$ cat config.mk
export PLATFORM = sky130hd
export DESIGN_NAME = scan_sequencer
export DESIGN_NICKNAME = d
export VERILOG_FILES = /design/src/rtl/scan_pkg.sv /design/src/rtl/scan_timer.sv /design/src/rtl/scan_sequencer.sv
export SDC_FILE = /design/constraint.sdc
export NUM_CORES = 1
export LEC_CHECK = 0
export ABC_AREA = 1
export BUFFER_PORTS_ARGS = -buffer_cell sky130_fd_sc_hd__clkbuf_2
export CAP_MARGIN = 5
export CORE_ASPECT_RATIO = 0.5
export CORE_MARGIN = 3
export CORE_UTILIZATION = 53
export DETAILED_ROUTE_END_ITERATION = 10
export PLACE_DENSITY = 0.79
export SLEW_MARGIN = 20
export SYNTH_ARGS = -nofsm -noshare
export SYNTH_HDL_FRONTEND = slang
export SYNTH_HIERARCHICAL = 1
export SYNTH_SLANG_ARGS = --single-unit
$ cat constraint.sdc
create_clock -name clk -period 2.05 [get_ports clk]
set_input_delay 0.1025 -clock clk [delete_from_list [all_inputs] [get_ports clk]]
set_output_delay 0.1025 -clock clk [all_outputs]
set_load 0.03 [all_outputs]
$ cat src/rtl/scan_pkg.sv
// -----------------------------------------------------------------------------
// scan_pkg
// Shared types and helpers for the scan sequencer that drives the 2-to-4
// one-hot decoder.
//   state_t    : sequencer states (idle, blanking gap, decoder enabled)
//   sel_encode : slot index -> {i0, i1} decoder select bits
//   next_slot  : next enabled slot searching upward from slot+1 with wrap
// -----------------------------------------------------------------------------
package scan_pkg;

   typedef enum logic [1:0] {
      ST_IDLE  = 2'd0,
      ST_BLANK = 2'd1,
      ST_ON    = 2'd2
   } state_t;

   // The decoder lights a_k for i0=~k[1], i1=~k[0], so slot k maps to the
   // inverted index bits.
   function automatic logic [1:0] sel_encode(input logic [1:0] slot_idx);
      return {~slot_idx[1], ~slot_idx[0]};
   endfunction

   // Walks slot+1, slot+2, slot+3 and finally slot itself (wrap 3->0), so a
   // mask with only the current bit set repeats the same slot. Calling it with
   // slot=3 yields the lowest set bit, which is what a fresh start needs.
   // With an empty mask the slot is returned unchanged.
   function automatic logic [1:0] next_slot(input logic [1:0] slot_idx,
                                            input logic [3:0] slot_mask);
      logic [1:0] idx;
      logic       found;
      next_slot = slot_idx;
      found     = 1'b0;
      for (int k = 1; k <= 4; k++) begin
         idx = slot_idx + 2'(k);
         if (!found && slot_mask[idx]) begin
            next_slot = idx;
            found     = 1'b1;
         end
      end
   endfunction

endpackage

$ cat src/rtl/scan_timer.sv
// -----------------------------------------------------------------------------
// scan_timer
// Loadable down-counter shared by the blanking gap and the ON window.
// A load of N followed by N enabled cycles raises done on the Nth cycle.
//   clk      in  : system clock
//   rst_n    in  : asynchronous active-low reset (count clears to 0)
//   load     in  : load load_val into the counter (wins over counting)
//   load_val in  : duration in cycles, >= 1
//   en       in  : count enable; low freezes the counter and masks done
//   done     out : 1-cycle pulse on the final enabled cycle of the duration
// -----------------------------------------------------------------------------
module scan_timer #(
   parameter int CNT_W = 10
) (
   input  logic             clk,
   input  logic             rst_n,
   input  logic             load,
   input  logic [CNT_W-1:0] load_val,
   input  logic             en,
   output logic             done
);

   logic [CNT_W-1:0] count;

   // Counter register: a load restarts the duration; otherwise it counts down
   // while enabled and parks at zero so an unused timer never wraps.
   always_ff @(posedge clk or negedge rst_n) begin
      if (!rst_n) begin
         count <= '0;
      end else if (load) begin
         count <= load_val;
      end else if (en && (count != '0)) begin
         count <= count - CNT_W'(1);
      end
   end

   // Done fires on the cycle the count reads 1, i.e. the last cycle of the
   // loaded duration, so the caller can switch phase on that same edge.
   assign done = en && (count == CNT_W'(1));

endmodule

$ cat src/rtl/scan_sequencer.sv
// -----------------------------------------------------------------------------
// scan_sequencer
// Time-multiplexing sequencer for the 2-to-4 one-hot decoder. It steps through
// the slots enabled in mask, holding each decoder output for PRESCALE cycles
// after a BLANK-cycle dead time with e=0. All outputs are registered.
// Optional build macro: SCAN_HOLD_EN adds a hold input that freezes the scan.
//   clk         in  : system clock, rising edge
//   rst_n       in  : asynchronous active-low reset
//   start       in  : 1-cycle pulse, begin scanning (ignored while busy)
//   stop        in  : 1-cycle pulse, abort scanning (wins over start/hold)
//   mask        in  : slot enables, bit k = slot k participates
//   hold        in  : (SCAN_HOLD_EN only) freeze timer, state and slot
//   e           out : decoder enable
//   i0, i1      out : decoder select bits
//   slot        out : current/pending slot index
//   slot_strobe out : 1-cycle pulse on the first ON cycle of each slot
//   busy        out : high whenever the sequencer is not idle
// -----------------------------------------------------------------------------
module scan_sequencer
   import scan_pkg::*;
#(
   parameter int PRESCALE = 1000,
   parameter int BLANK    = 2,
   parameter int CNT_W    = $clog2(PRESCALE + BLANK + 1)
) (
   input  logic       clk,
   input  logic       rst_n,
   input  logic       start,
   input  logic       stop,
   input  logic [3:0] mask,
`ifdef SCAN_HOLD_EN
   input  logic       hold,
`endif
   output logic       e,
   output logic       i0,
   output logic       i1,
   output logic [1:0] slot,
   output logic       slot_strobe,
   output logic       busy
);

   localparam logic [CNT_W-1:0] ON_LOAD    = CNT_W'(PRESCALE);
   localparam logic [CNT_W-1:0] BLANK_LOAD = CNT_W'(BLANK);

   state_t           state, state_n;
   logic [1:0]       slot_n;
   logic             sel_upd;
   logic             strobe_n;
   logic             go_slot;
   logic             timer_load;
   logic [CNT_W-1:0] timer_val;
   logic             timer_en;
   logic             timer_done;
   logic             hold_act;

`ifdef SCAN_HOLD_EN
   assign hold_act = hold;
`else
   assign hold_act = 1'b0;
`endif

   // The timer only runs while a slot phase is in progress; hold simply
   // withholds its enable so the remaining duration is preserved.
   assign timer_en = (state != ST_IDLE) && !hold_act;

   scan_timer #(
      .CNT_W (CNT_W)
   ) u_timer (
      .clk      (clk),
      .rst_n    (rst_n),
      .load     (timer_load),
      .load_val (timer_val),
      .en       (timer_en),
      .done     (timer_done)
   );

   // State register.
   always_ff @(posedge clk or negedge rst_n) begin
      if (!rst_n) begin
         state <= ST_IDLE;
      end else begin
         state <= state_n;
      end
   end

   // Next-state logic. Entering a slot (from start or from an advance) always
   // goes through the blanking gap unless BLANK is zero, in which case the ON
   // window starts immediately and needs its strobe right away. The slot is
   // only re-chosen on leaving IDLE or leaving ON, so the select lines stay
   // put for the whole blank+ON period of a slot.
   always_comb begin
      state_n    = state;
      slot_n     = slot;
      sel_upd    = 1'b0;
      strobe_n   = 1'b0;
      go_slot    = 1'b0;
      timer_load = 1'b0;
      timer_val  = '0;

      if (stop) begin
         state_n = ST_IDLE;
      end else if (!hold_act) begin
         unique case (state)
            ST_IDLE: begin
               if (start && (mask != 4'b0000)) begin
                  slot_n  = next_slot(2'd3, mask);
                  sel_upd = 1'b1;
                  go_slot = 1'b1;
               end
            end
            ST_BLANK: begin
               if (timer_done) begin
                  state_n    = ST_ON;
                  timer_load = 1'b1;
                  timer_val  = ON_LOAD;
                  strobe_n   = 1'b1;
               end
            end
            ST_ON: begin
               if (timer_done) begin
                  if (mask == 4'b0000) begin
                     state_n = ST_IDLE;
                  end else begin
                     slot_n  = next_slot(slot, mask);
                     sel_upd = 1'b1;
                     go_slot = 1'b1;
                  end
               end
            end
            default: begin
               state_n = ST_IDLE;
            end
         endcase

         if (go_slot) begin
            timer_load = 1'b1;
            if (BLANK > 0) begin
               state_n   = ST_BLANK;
               timer_val = BLANK_LOAD;
            end else begin
               state_n   = ST_ON;
               timer_val = ON_LOAD;
               strobe_n  = 1'b1;
            end
         end
      end
   end

   // Registered outputs, all derived from the next state so they line up with
   // the state register. The select bits are kept in their own flops rather
   // than decoded from slot because reset must drive them to 0, not to the
   // slot-0 encoding.
   always_ff @(posedge clk or negedge rst_n) begin
      if (!rst_n) begin
         e           <= 1'b0;
         busy        <= 1'b0;
         slot_strobe <= 1'b0;
         slot        <= 2'd0;
         i0          <= 1'b0;
         i1          <= 1'b0;
      end else begin
         e           <= (state_n == ST_ON);
         busy        <= (state_n != ST_IDLE);
         slot_strobe <= strobe_n;
         if (sel_upd) begin
            slot     <= slot_n;
            {i0, i1} <= sel_encode(slot_n);
         end
      end
   end

endmodule

## Word-level counts from Yosys, hierarchy flattened

Index checks and enable logic that the tools add are counted.

- Add/subtract/negate cells: 4
- $lt $le $gt $ge: 4
- Reduce and logical (&&, ||, !) cells: 22
- Mux-type cells: 71
- Eq/ne operators: 4
- Bitwise logic cells: 2

Operator list:

| kind | count |
|---|---|
| $mux W10 | 6 |
| $mux W1 | 41 |
| $mux W2 | 17 |
| $lt A2 B3 Y1 const B | 4 |
| $eq A10 B1 Y1 const B | 1 |
| $reduce_bool A10 Y1 | 1 |
| $sub A10 B1 Y10 const B | 1 |
| $logic_and A1 B1 Y1 | 9 |
| $bmux W1 S2 | 4 |
| $logic_not A1 Y1 | 6 |
| $pmux W2 S3 | 1 |
| $reduce_bool A2 Y1 | 3 |
| $add A2 B2 Y2 const B | 2 |
| $eq A2 B2 Y1 const B | 2 |
| $logic_not A4 Y1 | 1 |
| $pmux W2 S2 | 1 |
| $reduce_bool A4 Y1 | 1 |
| $add A2 B1 Y2 const B | 1 |
| $eq A2 B1 Y1 const B | 1 |
| $logic_not A2 Y1 | 1 |
| $not A1 Y1 | 2 |
| $pmux W1 S2 | 1 |

- Output and inout bits: 7
- Register bits: 19
- Logic and storage cells: 115

## Longest topological paths before layout

- Word-level depth: 30
- Depth in mapped cells: 15

## Hierarchy

Netlist, hierarchy kept.

Modules (own cells, without submodules):

| module | instances | cells an instance | area each (sq um) |
|---|---|---|---|
| scan_timer | 1 | 114 | 753.2 |
| scan_sequencer | 1 | 108 | 723.2 |

## Least setup slack after synthesis

OpenSTA, ideal clock, no wires.

- Path kind: register -> register
- From: reg state[0]
- To: reg u_timer.count[0]
- Setup slack: -0.160 ns
- Path buffers: 1
- Cell stages (with the launch flop): 14
- Library setup time: 0.074 ns
- Period minus slack after synthesis: 2.210 ns
- Required time: 1.976 ns
- Data arrival time: 2.136 ns
- Cell sequence: dfrtp_1 -> nor2_1 -> inv_1 -> nand4_1 -> nor2_1 -> inv_1 -> nor2_1 -> inv_1 -> a21oi_1 -> clkinv_1 -> nand2_2 -> buf_6 -> nand2_1 -> o21ai_2

- Cells in the longest elaborated chain, start to end: 8
- Elaborated cells between the ends (all ways): 18

Ends and longest elaborated chain:

| item | RTL line | source |
|---|---|---|
| start, declared | scan_sequencer.sv:45 | `state_t state, state_n;` |
| start signal, assigned | scan_sequencer.sv:82 | `state <= state_n;` |
| $reduce_bool A2 Y1 (*) | scan_sequencer.sv:64 | `assign timer_en = (state != ST_IDLE) && !hold_act;` |
| named net timer_en | scan_sequencer.sv:52 | `logic timer_en;` |
| $logic_and A1 B1 Y1 (*) | scan_timer.sv:39 | `assign done = en && (count == CNT_W'(1));` |
| named net timer_done | scan_sequencer.sv:53 | `logic timer_done;` |
| $mux W1 | scan_sequencer.sv:120 | `if (timer_done) begin` |
| $pmux W1 S2 | scan_sequencer.sv:103 | `unique case (state)` |
| $mux W1 | scan_sequencer.sv:100 | `if (stop) begin` |
| $mux W1 (*) | scan_sequencer.sv:135 | `if (go_slot) begin` |
| $mux W1 (*) | scan_sequencer.sv:100 |  |
| named net timer_load | scan_sequencer.sv:50 | `logic timer_load;` |
| $mux W10 / $reduce_bool A2 Y1 (equally long branches) | n/a |  |
| end signal, assigned | scan_timer.sv:31 | `count <= load_val;` |
| end signal, assigned | scan_timer.sv:33 | `count <= count - CNT_W'(1);` |
| end, declared | scan_timer.sv:23 | `logic [CNT_W-1:0] count;` |

The timed path passes the listed nets; every way through them passes the cells marked *. The select of a mux whose other input is x is not followed.
A chain may end at the register's enable or synchronous reset.

## Final worst setup path

- From: reg u_timer.count[1]
- To: reg u_timer.count[3]

- Cells in the longest elaborated chain, start to end: 8
- Elaborated cells between the ends (all ways): 19

Ends and longest elaborated chain:

| item | RTL line |
|---|---|
| $eq A10 B1 Y1 (*) | scan_timer.sv:39 |
| $logic_and A1 B1 Y1 (*) | scan_timer.sv:39 |
| named net timer_done | scan_sequencer.sv:53 |
| $mux W1 | scan_sequencer.sv:120 |
| $pmux W1 S2 | scan_sequencer.sv:103 |
| $mux W1 | scan_sequencer.sv:100 |
| $mux W1 (*) | scan_sequencer.sv:135 |
| $mux W1 (*) | scan_sequencer.sv:100 |
| named net timer_load | scan_sequencer.sv:50 |
| $mux W10 / $reduce_bool A2 Y1 (equally long branches) | n/a |

Marks and branches as above.

==> flow_summary.toml <==
[outcome]
status = "finished clean"

[routing]
wl_per_cell_um = 12.1
viasPerCell = 5.17
totalWireLength_um = 3580
first_pass_iters = 6
ant_nets = 0
via_count = 1531
drtIter0Drc = 113
drc_errors = 0

[pwr]
swShare_pct = 46.9
switchingPower_uw = 985
seqPwrFrac_pct = 27.9
p_int_mw = 1.12
p_total_mw = 2.10
combPwrFrac_pct = 59.3
leakagePower_nw = 0.970
power_frac_clock_pct = 12.8
ir_drop_uv = 687
power_density_nw_per_um2 = 1160

[sta]
finalWorstSetupSlack_ns = 0.0789
setup-violations-final = 0
hold_viol_final = 0
max_freq_mhz = 507
drv_slew = 0
period_needed_ns = 1.97
finClkSkew_ns = 0.00270
fin_crit_sh_pct = 96.1
hold_ws_ns = 0.151

[grt]
track_usage_pct = 20.5
grtUsageMet2_pct = 32.7
grt_max_degree = 20
met3_usage_pct = 5.08
grt_pass1_wl_um = 5560
grt.busiest_layer = "met2"
grt_overflow = 0
use_met1_pct = 29.6
grt_pass1_vias = 1228
antenna_found_initial = 0

[placement]
place.gp.congestion = 0.913
pre_cts_ws_ns = -0.0474
io_buffers = 14
dpl.hpwl_um = 2590

[layout]
layout_commonest_cell = "nand2_1"
register_area_um2 = 475
antennaDiodeCount = 0
multiInputGateArea_um2 = 918
layout_common_cells = "85 x nand2_1, 22 x nand3_1, 20 x buf_4"
area_delta_synth_final_pct = 23.1
nFillCells = 186
final_layout_size_suffix_gt1_share_pct = 29.1
final_nets = 272

[min_path]
min_path_type = "input pin to flip-flop"
hold_depth = 2

[floorplanning]
dieArea_um2 = 3490
die_h_um = 43.3
die_w_um = 80.6
initial_utilization_pct = 61.1
core.rowCount = 12
core_um2 = 2420
io_pins = 15

[setup_path]
critical_path_required_ns = 2.25
cp_max_fo = 8
worstPathArrival_ns = 2.17
start_kind = "flip-flop"
worstSetupPathType = "flip-flop to flip-flop"
end_kind = "flip-flop"
r2r_cells = 12

[clock_tree]
cts_tree = "yes"
clock_tree.root_cell = "clkbuf_8"
cts_sinks = 19
cts_made_buffers = 3
cts_buffer_depth = 2
h-tree-depth = 1
clk_latency_ns = 0.26
cts.reportedPaths.clkPinSlew_ns = 0.08

[yosys]
syn_area_um2 = 1480
synth_top_area_share_pct = 32.2
seq_area_frac_synth_pct = 32.2
avgSynthCellArea_um2 = 6.65
synth_cell_types = 31
synth_seq_cells = 19
ys_top_cells_by_area = "dfrtp_1 32%, nand2_1 22%, nand3_1 7.5%"
yosysWarnings = 6
synth_largest_area_cell = "dfrtp_1"
synthCells = 222

[run]
max_cap_viol_count = 0
[routing by layer]
metal	vias to the layer above	share of wire (%)
li1	787	-
met1	680	46
met2	60	47
met3	4	6.8
met4	0	0.33
met5	-	0
[critical path, cell delays in order (launching register included)]
cell     delay, ns
dfrtp_1       0.39
inv_1         0.08
ha_1          0.16
nand4_1       0.11
nor2_2        0.17
nand3_1       0.11
o21ai_2       0.09
inv_2         0.09
a21oi_4       0.22
inv_4         0.10
a31oi_1       0.24
nand2_1       0.08
nand2_1       0.08
[synth_stat cells]
library cell  instances
nor2_4                2
o21ai_1               2
clkinv_2              1
nand4_1               2
nor2_2                3
buf_4                 1
nand3_2               4
nand2_2               6
a31oi_1               2
a21oi_1               8
buf_2                 1
dfrtp_1              19
xor2_1                2
or2_2                 2
nand3b_1              1
nand3_1              22
conb_1                1
a21oi_2               1
o21ai_0               4
clkinv_1              1
ha_1                  2
o21ai_2               5
inv_2                 4
nand2_4               3
nor3_1                2
inv_1                14
o211ai_1              1
buf_6                 2
nor2_1               18
inv_6                 1
nand2_1              85
[power by group through the flow]
stage / Clock [mW] / Sequential, mW / Combinational (mW)
global route: 0.293 / 0.602 / 1.38
finish: 0.269 / 0.586 / 1.25
detailed placement: 0 / 0.595 / 1.16
floorplan: 0 / 0.630 / 0.805
CTS: 0.276 / 0.587 / 1.18
global placement: 0 / 0.588 / 1.14
[final cells by class]
type / count / share of cell area [%]
tap: 35 / 2.41
timing repair buffer: 37 / 13.6
clock buffer: 4 / 2.48
multi-input combinational: 180 / 50.6
inverter: 21 / 4.82
sequential: 19 / 26.2
[path summary, 6_finish.rpt]
check	endpoint	slack, ns	startpoint
min	state[0]	0.15	stop
max in group asynchronous	u_timer/count[7]	1.38	rst_n
min in group asynchronous	u_timer/count[2]	0.34	rst_n
min reg2reg	i0	0.48	i0
max	u_timer/count[3]	0.08	u_timer/count[1]
max reg2reg	u_timer/count[3]	0.08	u_timer/count[1]
[cell families (layout without fill, tap and decap cells)]
family / Yosys count / count (layout) / synth area share, %
compound gates: 23 / 23 / 9.66
flops: 19 / 19 / 32.2
fa+ha+maj: 2 / 2 / 1.69
xor+xnor: 2 / 2 / 1.19
buf+inv: 25 / 62 / 8.13
other cells: 1 / 3 / 0.254
simple gates: 150 / 150 / 46.9
[what timing repair did]
action / 4_1_cts / 5_1_grt
hold buffers: 1 / 0
pin swaps: 0 / 2
setup buffers: 1 / 5
endpoints found under the hold margin: 19 / 0
gates cloned: 0 / 1
resized for setup: 1 / 7
endpoints found under the setup margin: 5 / 10
[stage by stage]
step	util [%]	instance area [um^2]	TNS, ns	std cells
after global routing	75.2	1820	-0.305	296
after detailed placement	69.5	1680	-0.181	284
after global placement	69.5	1680	0	284
after CTS	72.3	1750	0	290
final	75.2	1820	0	296
after floorplan	-	1490	0	224
No activity file was read; power rests on OpenSTA's default activity.
